$ cat src/rtl/vga_timing_pkg.sv
// Shared raster-timing definitions: 800x600@60 defaults, derived-total
// helpers and a mode record for alternative resolutions.
package vga_timing_pkg;

    localparam int unsigned DEF_CLK_DIV  = 2;
    localparam int unsigned DEF_H_SYNC   = 128;
    localparam int unsigned DEF_H_BACK   = 88;
    localparam int unsigned DEF_H_ACTIVE = 800;
    localparam int unsigned DEF_H_FRONT  = 40;
    localparam int unsigned DEF_V_SYNC   = 4;
    localparam int unsigned DEF_V_BACK   = 23;
    localparam int unsigned DEF_V_ACTIVE = 600;
    localparam int unsigned DEF_V_FRONT  = 1;
    localparam bit          DEF_H_POL    = 1'b1;
    localparam bit          DEF_V_POL    = 1'b1;

    localparam int unsigned COUNT_W = 16;
    localparam int unsigned COORD_W = 11;

    // Full period of one axis: sync + back porch + active + front porch.
    function automatic int unsigned axis_total(input int unsigned sync_len,
                                               input int unsigned back_len,
                                               input int unsigned active_len,
                                               input int unsigned front_len);
        return sync_len + back_len + active_len + front_len;
    endfunction

    // First visible position on an axis; sync comes first, then back porch.
    function automatic int unsigned window_start(input int unsigned sync_len,
                                                 input int unsigned back_len);
        return sync_len + back_len;
    endfunction

    // Complete description of one video mode.
    typedef struct packed {
        logic [15:0] clk_div;
        logic [15:0] h_sync;
        logic [15:0] h_back;
        logic [15:0] h_active;
        logic [15:0] h_front;
        logic [15:0] v_sync;
        logic [15:0] v_back;
        logic [15:0] v_active;
        logic [15:0] v_front;
        logic        h_pol;
        logic        v_pol;
    } vga_mode_t;

    localparam vga_mode_t MODE_800X600_60 = '{
        clk_div:  16'(DEF_CLK_DIV),
        h_sync:   16'(DEF_H_SYNC),
        h_back:   16'(DEF_H_BACK),
        h_active: 16'(DEF_H_ACTIVE),
        h_front:  16'(DEF_H_FRONT),
        v_sync:   16'(DEF_V_SYNC),
        v_back:   16'(DEF_V_BACK),
        v_active: 16'(DEF_V_ACTIVE),
        v_front:  16'(DEF_V_FRONT),
        h_pol:    DEF_H_POL,
        v_pol:    DEF_V_POL
    };

endpackage

$ cat src/rtl/vga_timing_gen_if.sv
// Raster-timing bundle from the timing generator to the pixel painter.
interface vga_timing_gen_if;
    import vga_timing_pkg::*;

    logic               pix_ce;
    logic [COUNT_W-1:0] hcount;
    logic [COUNT_W-1:0] vcount;
    logic               hsync;
    logic               vsync;
    logic               active;
    logic [COORD_W-1:0] pix_x;
    logic [COORD_W-1:0] pix_y;
    logic               line_start;
    logic               frame_start;

    modport master (
        output pix_ce, hcount, vcount, hsync, vsync, active,
               pix_x, pix_y, line_start, frame_start
    );

    modport slave (
        input  pix_ce, hcount, vcount, hsync, vsync, active,
               pix_x, pix_y, line_start, frame_start
    );

endinterface

$ cat src/rtl/vga_axis_counter.sv
// One raster axis: a wrapping position counter with registered sync,
// window and in-window offset decode taken from the next-state count so
// every output moves on the same edge as the count itself.
module vga_axis_counter
    import vga_timing_pkg::*;
#(
    parameter int unsigned TOTAL = 1056,
    parameter int unsigned SYNC  = 128,
    parameter int unsigned START = 216,
    parameter int unsigned LEN   = 800,
    parameter bit          POL   = 1'b1
) (
    input  logic               clk,
    input  logic               rst,
    input  logic               step,
    output logic [COUNT_W-1:0] count,
    output logic               sync,
    output logic               in_window,
    output logic               wrap,
    output logic [COORD_W-1:0] offset
);

    localparam logic [COUNT_W-1:0] LAST    = COUNT_W'(TOTAL - 1);
    localparam logic [COUNT_W-1:0] SYNC_END = COUNT_W'(SYNC);
    localparam logic [COUNT_W-1:0] WIN_LO   = COUNT_W'(START);
    localparam logic [COUNT_W-1:0] WIN_HI   = COUNT_W'(START + LEN);

    logic [COUNT_W-1:0] count_d, count_q;
    logic               sync_d, sync_q;
    logic               in_window_d, in_window_q;
    logic [COORD_W-1:0] offset_d, offset_q;
    logic [COUNT_W-1:0] rel;

    // Next position and its decode; wrap is the combinational "this step rolls over".
    always_comb begin
        wrap        = step && (count_q == LAST);
        count_d     = count_q;
        if (step) begin
            count_d = wrap ? '0 : count_q + COUNT_W'(1);
        end
        sync_d      = (count_d < SYNC_END) ? POL : ~POL;
        in_window_d = (count_d >= WIN_LO) && (count_d < WIN_HI);
        rel         = count_d - WIN_LO;
        offset_d    = in_window_d ? rel[COORD_W-1:0] : '0;
    end

    // Position and decode registers; reset parks the axis at the start of sync.
    always_ff @(posedge clk) begin
        if (rst) begin
            count_q     <= '0;
            sync_q      <= POL;
            in_window_q <= 1'b0;
            offset_q    <= '0;
        end else begin
            count_q     <= count_d;
            sync_q      <= sync_d;
            in_window_q <= in_window_d;
            offset_q    <= offset_d;
        end
    end

    assign count     = count_q;
    assign sync      = sync_q;
    assign in_window = in_window_q;
    assign offset    = offset_q;

endmodule

$ cat src/rtl/vga_timing_gen.sv
// Raster timing source for the pixel painter: pixel-rate enable, H/V
// counters, sync pulses, active flag, active-area coordinates and
// line/frame start strobes, all aligned to the same clock edge.
module vga_timing_gen
    import vga_timing_pkg::*;
#(
    parameter int unsigned CLK_DIV  = DEF_CLK_DIV,
    parameter int unsigned H_SYNC   = DEF_H_SYNC,
    parameter int unsigned H_BACK   = DEF_H_BACK,
    parameter int unsigned H_ACTIVE = DEF_H_ACTIVE,
    parameter int unsigned H_FRONT  = DEF_H_FRONT,
    parameter int unsigned V_SYNC   = DEF_V_SYNC,
    parameter int unsigned V_BACK   = DEF_V_BACK,
    parameter int unsigned V_ACTIVE = DEF_V_ACTIVE,
    parameter int unsigned V_FRONT  = DEF_V_FRONT,
    parameter bit          H_POL    = DEF_H_POL,
    parameter bit          V_POL    = DEF_V_POL
) (
    input  logic             clk,
    input  logic             rst,
    vga_timing_gen_if.master vif
);

    localparam int unsigned H_TOTAL  = axis_total(H_SYNC, H_BACK, H_ACTIVE, H_FRONT);
    localparam int unsigned V_TOTAL  = axis_total(V_SYNC, V_BACK, V_ACTIVE, V_FRONT);
    localparam int unsigned HA_START = window_start(H_SYNC, H_BACK);
    localparam int unsigned VA_START = window_start(V_SYNC, V_BACK);
    localparam int unsigned DIV_W    = (CLK_DIV > 1) ? $clog2(CLK_DIV) : 1;
    localparam logic [DIV_W-1:0] DIV_LAST = DIV_W'(CLK_DIV - 1);

    // Configurations the counters cannot represent are rejected at elaboration.
    if (CLK_DIV < 1 || H_TOTAL > 65535 || V_TOTAL > 65535) begin : g_bad_cfg
        $fatal(1, "vga_timing_gen: CLK_DIV must be >= 1 and axis totals must fit in 16 bits");
    end

    logic [DIV_W-1:0]   div_cnt_d, div_cnt_q;
    logic               pix_ce_d, pix_ce_q;
    logic               line_start_d, line_start_q;
    logic               frame_start_d, frame_start_q;

    logic [COUNT_W-1:0] h_count, v_count;
    logic               h_sync, v_sync;
    logic               h_in, v_in;
    logic               h_wrap, v_wrap;
    logic               v_step;
    logic [COORD_W-1:0] h_off, v_off;
    logic               active;

    // Pixel divider; the counters step on the same edge that raises pix_ce.
    always_comb begin
        div_cnt_d     = (div_cnt_q == DIV_LAST) ? '0 : div_cnt_q + DIV_W'(1);
        pix_ce_d      = (div_cnt_d == DIV_LAST);
        v_step        = pix_ce_d && h_wrap;
        line_start_d  = h_wrap;
        frame_start_d = h_wrap && v_wrap;
    end

    // Divider and strobe registers; strobes are idle out of reset.
    always_ff @(posedge clk) begin
        if (rst) begin
            div_cnt_q     <= '0;
            pix_ce_q      <= 1'b0;
            line_start_q  <= 1'b0;
            frame_start_q <= 1'b0;
        end else begin
            div_cnt_q     <= div_cnt_d;
            pix_ce_q      <= pix_ce_d;
            line_start_q  <= line_start_d;
            frame_start_q <= frame_start_d;
        end
    end

    vga_axis_counter #(
        .TOTAL (H_TOTAL),
        .SYNC  (H_SYNC),
        .START (HA_START),
        .LEN   (H_ACTIVE),
        .POL   (H_POL)
    ) u_h_axis (
        .clk       (clk),
        .rst       (rst),
        .step      (pix_ce_d),
        .count     (h_count),
        .sync      (h_sync),
        .in_window (h_in),
        .wrap      (h_wrap),
        .offset    (h_off)
    );

    vga_axis_counter #(
        .TOTAL (V_TOTAL),
        .SYNC  (V_SYNC),
        .START (VA_START),
        .LEN   (V_ACTIVE),
        .POL   (V_POL)
    ) u_v_axis (
        .clk       (clk),
        .rst       (rst),
        .step      (v_step),
        .count     (v_count),
        .sync      (v_sync),
        .in_window (v_in),
        .wrap      (v_wrap),
        .offset    (v_off)
    );

    // Both window flags are registered, so gating them here adds no skew.
    assign active          = h_in && v_in;
    assign vif.pix_ce      = pix_ce_q;
    assign vif.hcount      = h_count;
    assign vif.vcount      = v_count;
    assign vif.hsync       = h_sync;
    assign vif.vsync       = v_sync;
    assign vif.active      = active;
    assign vif.pix_x       = active ? h_off : '0;
    assign vif.pix_y       = active ? v_off : '0;
    assign vif.line_start  = line_start_q;
    assign vif.frame_start = frame_start_q;

endmodule
$ cat src/flat_wrapper.sv
// flat-port wrapper written by rule: the top's interface ports become plain ports
module vga_timing_gen_flat import vga_timing_pkg::*;
#(
    parameter int unsigned CLK_DIV  = DEF_CLK_DIV,
    parameter int unsigned H_SYNC   = DEF_H_SYNC,
    parameter int unsigned H_BACK   = DEF_H_BACK,
    parameter int unsigned H_ACTIVE = DEF_H_ACTIVE,
    parameter int unsigned H_FRONT  = DEF_H_FRONT,
    parameter int unsigned V_SYNC   = DEF_V_SYNC,
    parameter int unsigned V_BACK   = DEF_V_BACK,
    parameter int unsigned V_ACTIVE = DEF_V_ACTIVE,
    parameter int unsigned V_FRONT  = DEF_V_FRONT,
    parameter bit          H_POL    = DEF_H_POL,
    parameter bit          V_POL    = DEF_V_POL
)
  (clk, rst, vif_pix_ce, vif_hcount, vif_vcount, vif_hsync, vif_vsync, vif_active, vif_pix_x, vif_pix_y, vif_line_start, vif_frame_start);
  vga_timing_gen_if vif_i ();
  input  logic clk;
  input  logic rst;
  output wire logic [$bits(vif_i.pix_ce)-1:0] vif_pix_ce;
  output wire logic [$bits(vif_i.hcount)-1:0] vif_hcount;
  output wire logic [$bits(vif_i.vcount)-1:0] vif_vcount;
  output wire logic [$bits(vif_i.hsync)-1:0] vif_hsync;
  output wire logic [$bits(vif_i.vsync)-1:0] vif_vsync;
  output wire logic [$bits(vif_i.active)-1:0] vif_active;
  output wire logic [$bits(vif_i.pix_x)-1:0] vif_pix_x;
  output wire logic [$bits(vif_i.pix_y)-1:0] vif_pix_y;
  output wire logic [$bits(vif_i.line_start)-1:0] vif_line_start;
  output wire logic [$bits(vif_i.frame_start)-1:0] vif_frame_start;
  assign vif_pix_ce = vif_i.pix_ce;
  assign vif_hcount = vif_i.hcount;
  assign vif_vcount = vif_i.vcount;
  assign vif_hsync = vif_i.hsync;
  assign vif_vsync = vif_i.vsync;
  assign vif_active = vif_i.active;
  assign vif_pix_x = vif_i.pix_x;
  assign vif_pix_y = vif_i.pix_y;
  assign vif_line_start = vif_i.line_start;
  assign vif_frame_start = vif_i.frame_start;
  vga_timing_gen #(.CLK_DIV(CLK_DIV), .H_SYNC(H_SYNC), .H_BACK(H_BACK), .H_ACTIVE(H_ACTIVE), .H_FRONT(H_FRONT), .V_SYNC(V_SYNC), .V_BACK(V_BACK), .V_ACTIVE(V_ACTIVE), .V_FRONT(V_FRONT), .H_POL(H_POL), .V_POL(V_POL)) u_core (.clk(clk), .rst(rst), .vif(vif_i));
endmodule
$ cat config.mk
export PLATFORM = sky130hd
export DESIGN_NAME = vga_timing_gen_flat
export DESIGN_NICKNAME = d
export VERILOG_FILES = /design/src/rtl/vga_timing_pkg.sv /design/src/rtl/vga_timing_gen_if.sv /design/src/rtl/vga_axis_counter.sv /design/src/rtl/vga_timing_gen.sv /design/src/flat_wrapper.sv
export SDC_FILE = /design/constraint.sdc
export NUM_CORES = 1
export LEC_CHECK = 0
export ABC_CLOCK_PERIOD_IN_PS = 8210
export CORE_ASPECT_RATIO = 0.7
export CORE_MARGIN = 5
export CORE_UTILIZATION = 57
export DETAILED_ROUTE_END_ITERATION = 6
export PLACE_DENSITY = 0.86
export SYNTH_ARGS = -nofsm -noshare
export SYNTH_HDL_FRONTEND = slang
export SYNTH_HIERARCHICAL = 1
export SYNTH_SLANG_ARGS = --single-unit
$ cat constraint.sdc
create_clock -name clk -period 8.21 [get_ports clk]
set_input_delay 1.642 -clock clk [delete_from_list [all_inputs] [get_ports clk]]
set_output_delay 1.642 -clock clk [all_outputs]
set_load 0.05 [all_outputs]
# Yosys cells after proc, flatten, opt, wreduce, memory -nomap -nowiden
# Cells that the tools add are included.
# totals
ff_bits,61
latch_bits,0
ramBits,0
rom_bits,0
word_cells,44
mem_count,0
# op_classes
add_sub_neg,5
n_mul,0
n_div,0
n_lt_le_gt_ge,6
n_eq_ne,2
n_shift,0
n_mux,9
bitwise,2
reduce_logical,9
# ops
operator,count
$mux W16,4
$add A16 B1 Y16 const B,2
$lt A16 B10 Y1 const B,2
$mux W11,2
$eq A16 B10 Y1 const B,1
$eq A16 B11 Y1 const B,1
$ge A16 B5 Y1 const B,1
$ge A16 B8 Y1 const B,1
$lt A16 B3 Y1 const B,1
$lt A16 B8 Y1 const B,1
$sub A11 B5 Y11 const B,1
$sub A11 B8 Y11 const B,1
$logic_and A1 B1 Y1,7
$reduce_or A2 Y1,2
$mux W1,3
$not A1 Y1,2
$add A1 B1 Y1 const B,1

# Longest topological paths before layout
# depth
ltp_word,11
ltp_mapped,18

# By module
# The synthesis kept the hierarchy.
# modules_own_cells
mod,n_inst,cells_each,area_each_um2
vga_axis_counter (u_core.u_v_axis),1,194,1631.6
vga_axis_counter (u_core.u_h_axis),1,182,1520.2
vga_timing_gen,1,35,270.3

# Worst setup path before layout
# No wires, ideal clock.
# synth_path
kind,flip-flop to flip-flop
from,reg u_core.u_h_axis.count_q[10] (netlist: u_core/u_h_axis/count[10])
to,reg u_core.u_v_axis.offset_q[9] (netlist: u_core/u_v_axis/offset[9])
t_arrival_ns,4.212
setup_slack_ns,3.898
stages_incl_launch_ff,17
path_buffers,1
path_cell_list,dfxtp_1 -> or4b_1 -> nor3b_2 -> nand4_2 -> inv_1 -> nor2b_1 -> nand2_1 -> nor4b_1 -> nand4_1 -> clkinv_1 -> o21bai_1 -> ha_1 -> o311ai_0 -> o22ai_1 -> a211o_1 -> buf_6 -> a2111oi_4
# synth_between
elab_chain_len,10
word_cells_on_any_way,12
cone_classes,1 x add/sub; 2 x order compare; 1 x eq/ne; 2 x mux; 1 x bitwise; 5 x reduce/logical
# synth_lines
element,line,rtl
"start, declared",vga_axis_counter.sv:28,"logic [COUNT_W-1:0] count_d, count_q;"
"start signal, assigned",vga_axis_counter.sv:55,count_q <= count_d;
$eq A16 B11 Y1 *,vga_axis_counter.sv:36,wrap = step && (count_q == LAST);
$logic_and A1 B1 Y1 *,vga_axis_counter.sv:36,
via u_core.h_wrap,vga_timing_gen.sv:44,"logic h_wrap, v_wrap;"
$logic_and A1 B1 Y1 *,vga_timing_gen.sv:53,v_step = pix_ce_d && h_wrap;
via u_core.v_step,vga_timing_gen.sv:45,logic v_step;
$logic_and A1 B1 Y1 *,vga_axis_counter.sv:36,
via u_core.v_wrap,vga_timing_gen.sv:44,
$mux W16 *,vga_axis_counter.sv:39,count_d = wrap ? '0 : count_q + COUNT_W'(1);
$mux W16 *,vga_axis_counter.sv:38,if (step) begin
via u_core.u_v_axis.count_d[1],vga_axis_counter.sv:28,
$ge A16 B5 Y1 / $lt A16 B10 Y1 (equally long branches),vga_axis_counter.sv:42,in_window_d = (count_d >= WIN_LO) && (count_d < WIN_HI);
$logic_and A1 B1 Y1,vga_axis_counter.sv:42,
$not A1 Y1 (no line),n/a,
$reduce_or A2 Y1 (no line),n/a,
"end signal, assigned",vga_axis_counter.sv:58,offset_q <= offset_d;
"end, declared",vga_axis_counter.sv:31,"logic [COORD_W-1:0] offset_d, offset_q;"
# Mark *: on every way through the listed nets, which the timed path passes. The rest lies on a longest branch.
# A chain may end at the register's enable or synchronous reset.

# Worst setup path in the final report
# layout_path
from,reg u_core.u_h_axis.count_q[0] (netlist: u_core/u_h_axis/count[0])
to,reg u_core.u_v_axis.offset_q[4] (netlist: u_core/u_v_axis/offset[4])
# The elaborated chain is that of the path after synthesis.

==> key figures <==
CTS
  – CTS Buf Count: 9
  – Clk pin slew, worst setup/hold paths: 70 ps
  – H-tree depth: 3
  – Cts repair resizes: 0
  – Setup Fix Bufs, Post-CTS: 0
  – Worst-skew pair later-pin latency: 340 ps
  – CTS tree: done
  – Root Buffer: clkbuf_8
  – Max clock buf depth: 2
  – Hold-fix buffers, CTS: 0
  – Sinks on Clock Net: 61

Routing
  – WL per Instance: 16.3 µm
  – Total wire length: 8.81 mm
  – DRT iter0 DRCs: 286
  – Via Count: 3168
  – First drt pass iteration count: 5
  – Antenna-violating nets left: 0
  – Drt via density: 5.87
  – DRC viols: 0

Placement
  – GP Congestion: 0.948
  – Port bufs: 61
  – Cells after DPL: 525
  – Placed Area: 4000 µm²
  – Hpwl dp: 6.41 mm

Finish
  – Share of layout cells above drive strength 1: 8.39%
  – Filler cells: 444
  – Area grow syn2layout: 22.6%
  – Design Area, Final: 4200 µm²
  – Final Instance Count excl. Fillers: 540
  – Final nets: 467
  – Ant. Diodes: 0

STA
  – Unrepaired setup endpoints after global routing: no
  – Setup Skew: 5.27 ps
  – Worst-margin pin slew: 779 ps
  – WHS: 466 ps
  – Setup violations, final: 0
  – Slew headroom: 47.7%
  – Slew Limit Fails: 0
  – Setup TNS: 0 ps
  – Max Fclk: 0.185 GHz
  – Min Tclk post-route: 5400 ps
  – Part of the cycle the worst path needs: 65.8%
  – Hold Fails Final Rpt: 0

Yosys
  – Area share of fa/ha/maj cells after synthesis: 1.46%
  – Syn_area_per_cell: 8.33 µm²
  – Sequential element share of the synthesized area: 35.7%
  – Post-synthesis compound-gate area fraction: 10.8%
  – Seq cells post-synth: 61
  – Synth Instances: 411
  – Async set or reset register ratio after synthesis: 0%
  – Main flop type after synthesis: dfxtp_1
  – Post-synthesis cell area: 3420 µm²
  – Yosys warnings: 6
  – Post-Syn Nets: 417
  – Synth Area in XOR/XNOR: 10.5%
  – Post-synth cell types: 68
  – Simple-gate share of the synthesized area: 34.6%
  – Largest family of logic cells by synthesized area: simple AND/OR/NAND/NOR gates
  – Mux share of post-synthesis cell area: 1.50%
  – Number of synthesized flops with an enable pin: 0

Global routing
  – Grt ovf: 0
  – Initial antenna violation count: 0
  – First-pass GRT wire length: 14.3 mm
  – Pin count of the biggest net entering global routing: 32
  – Number of global-route vias before repair: 2929
  – GRT Overall Usage: 24.0%

Job
  – Max Cap Viol: 0

Worst setup path
  – Critical path's slowest cell: nor2b_1
  – Reg2reg setup slack: 2810 ps
  – Required time of the critical path: 8440 ps
  – Critical path's largest stage delay: 640 ps
  – CP arrival: 5640 ps
  – CP cell instances: ha_1, nand2_1, nor2_1, nand4_2, inv_1, nor2b_1, nand2_1, nor4b_1, nand4_1, clkinv_1, o21bai_1, ha_1, o311ai_0, o22ai_1, a211o_1, a2111oi_2
  – Reg-to-Reg Start: u_core/u_h_axis/count[0]$_SDFF_PP0_
  – R2r worst-path depth: 16
  – Critical path class: register to register
  – Buf/Inv on CP: 2
  – R2r endpoint: u_core/u_v_axis/offset[4]$_SDFF_PP0_
  – Max FO, Critical Path: 12
  – Setup crit end kind: register
  – Crit path launch type: register
  – CP delay by family, top: simple AND/OR/NAND/NOR gates

Floorplan
  – Row Count: 23
  – Total core area: 5780 µm²
  – Num ports: 62
  – Die area: 7680 µm²
  – Die Span Y: 74.8 µm
  – Die Wd: 103 µm
  – Initial core utilization: 59.2%

Hold path
  – Hold path start: u_core/vif.pix_ce$_SDFF_PP0_
  – Hold Crit Class: register to register
  – Worst Hold Path Cells: 1
  – Min-Delay Endpoint: u_core/vif.pix_ce$_SDFF_PP0_

Pwr
  – Power share of the sequential group: 50.7%
  – P_sw: 136 µW
  – Clock Power Share: 45.4%
  – PD cells: 142 nW/µm²
  – Final Total Pwr: 595 µW
  – Comb pwr share: 4.0%
  – Peak supply drop: 0.120 mV
  – Static Leak: 0.00157 µW
  – Sw Share: 22.8%
  – Internal: 459 µW

Status
  – Run status: finished, final reports clean
-- metrics by stage --
stage	utilization (%)	setup slack (ps)
finish	72.6	2810
detailed placement	69.1	3040
CTS	72.6	2960
global route	72.6	2360
global placement	69.1	3270
floorplan	-	3900
-- logic make-up (layout without fill, tap and decap cells) --
group / count (synthesis) / after routing
AND/OR/NAND/NOR: 214 / 214
flip-flops: 61 / 61
AO/OA/AOI/OAI: 50 / 50
XOR/XNOR: 41 / 41
buffers and inverters: 35 / 89
multiplexers: 5 / 5
adder cells (fa/ha/maj): 4 / 4
other: 1 / 1
-- flip-flops by register name, indices dropped and copies added, names as in the netlist --
name / cells
u_core/u_v_axis/offset: 11
u_core/vif.pix_ce: 1
u_core/u_v_axis/sync: 1
u_core/vif.frame_start: 1
u_core/u_h_axis/count: 16
u_core/u_v_axis/count: 16
u_core/u_h_axis/offset: 11
u_core/u_v_axis/in_window: 1
u_core/u_h_axis/sync: 1
u_core/vif.line_start: 1
u_core/u_h_axis/in_window: 1
-- synthesized netlist by cell type (all sizes together) (4+ instances only) --
library cell	count	area share (%)
ha	4	1.5
inv	11	1.2
o211ai	5	1.4
nor4b	4	1.0
o21ai	17	2.5
nor2	66	7.2
and3	31	5.8
nor3	21	3.4
xnor2	26	6.7
and4	4	1.0
nor4	6	1.7
xor2	15	3.8
mux2i	4	1.2
nand3	17	3.2
nand2	24	2.6
clkbuf	9	1.1
dfxtp	61	36
a21oi	5	0.73
nor2b	11	2.0
nand4	10	2.2
buf	14	2.9
-- power groups by stage --
stage | sequential [µW] | combinational (µW) | clock [µW]
floorplan | 311 | 12.6 | 0
global placement | 307 | 23.1 | 0
detailed placement | 308 | 23.3 | 0
CTS | 301 | 23.5 | 276
global route | 301 | 25.1 | 288
finish | 301 | 23.7 | 270
-- layout make-up --
class	count	area [µm²]	share of cell area, %
clock buffers	11	151	3.61
inverters	12	45.0	1.07
well taps	75	93.8	2.24
flip-flops and latches	61	1220	29.1
clock inverters	4	47.5	1.13
multi-input cells	315	2020	48.1
repair buffers	62	618	14.7
-- how the worst max path moves through the flow --
stage / depth (start not counted) / slack (ps) / from / end
global route: 15 / 2360 / u_core/u_h_axis/count[8]$_SDFF_PP0_ / u_core/u_v_axis/offset[4]$_SDFF_PP0_
floorplan: 16 / 3900 / u_core/u_h_axis/count[10]$_SDFF_PP0_ / u_core/u_v_axis/offset[9]$_SDFF_PP0_
finish: 16 / 2810 / u_core/u_h_axis/count[0]$_SDFF_PP0_ / u_core/u_v_axis/offset[4]$_SDFF_PP0_
global placement: 15 / 3270 / u_core/u_h_axis/count[8]$_SDFF_PP0_ / u_core/u_v_axis/offset[4]$_SDFF_PP0_
detailed placement: 15 / 3040 / u_core/u_h_axis/count[8]$_SDFF_PP0_ / u_core/u_v_axis/offset[4]$_SDFF_PP0_
CTS: 15 / 2960 / u_core/u_h_axis/count[8]$_SDFF_PP0_ / u_core/u_v_axis/offset[4]$_SDFF_PP0_
-- worst reg2reg max path, cell delays in order, from the launching register on --
cell,delay (ps)
dfxtp_1,540
ha_1,360
nand2_1,120
nor2_1,190
nand4_2,250
inv_1,160
nor2b_1,640
nand2_1,420
nor4b_1,390
nand4_1,310
clkinv_1,270
o21bai_1,140
ha_1,240
o311ai_0,340
o22ai_1,120
a211o_1,460
a2111oi_2,330
-- metal layers --
| layer | global-route usage, % | share of wire, % | wire length [µm] |
|---|---|---|---|
| met5 | 0 | 0 | 0 |
| met4 | 7.57 | 1.1 | 101 |
| met3 | 7.04 | 9.9 | 874 |
| met2 | 35.1 | 42 | 3710 |
| met1 | 34.2 | 47 | 4120 |
-- placed cells by master (no fill, tap or decap), types with 3 or more instances in the layout --
| cell type | n |
|---|---|
| nor4_1 | 4 |
| nor2b_1 | 11 |
| o211ai_1 | 3 |
| xor2_1 | 15 |
| a21oi_1 | 5 |
| or3_1 | 3 |
| nand3_1 | 15 |
| xnor2_1 | 26 |
| inv_1 | 11 |
| nor2_1 | 66 |
| mux2i_1 | 4 |
| and3_1 | 27 |
| and4_1 | 4 |
| nor3_1 | 19 |
| nand2_1 | 24 |
| ha_1 | 4 |
| a211oi_1 | 3 |
| and3_2 | 4 |
| nand4_1 | 8 |
| o21ai_0 | 17 |
| dfxtp_1 | 61 |
| clkbuf_8 | 11 |
| clkdlybuf4s50_1 | 61 |
| nor4b_1 | 4 |
(Power assumes the default switching activity.)
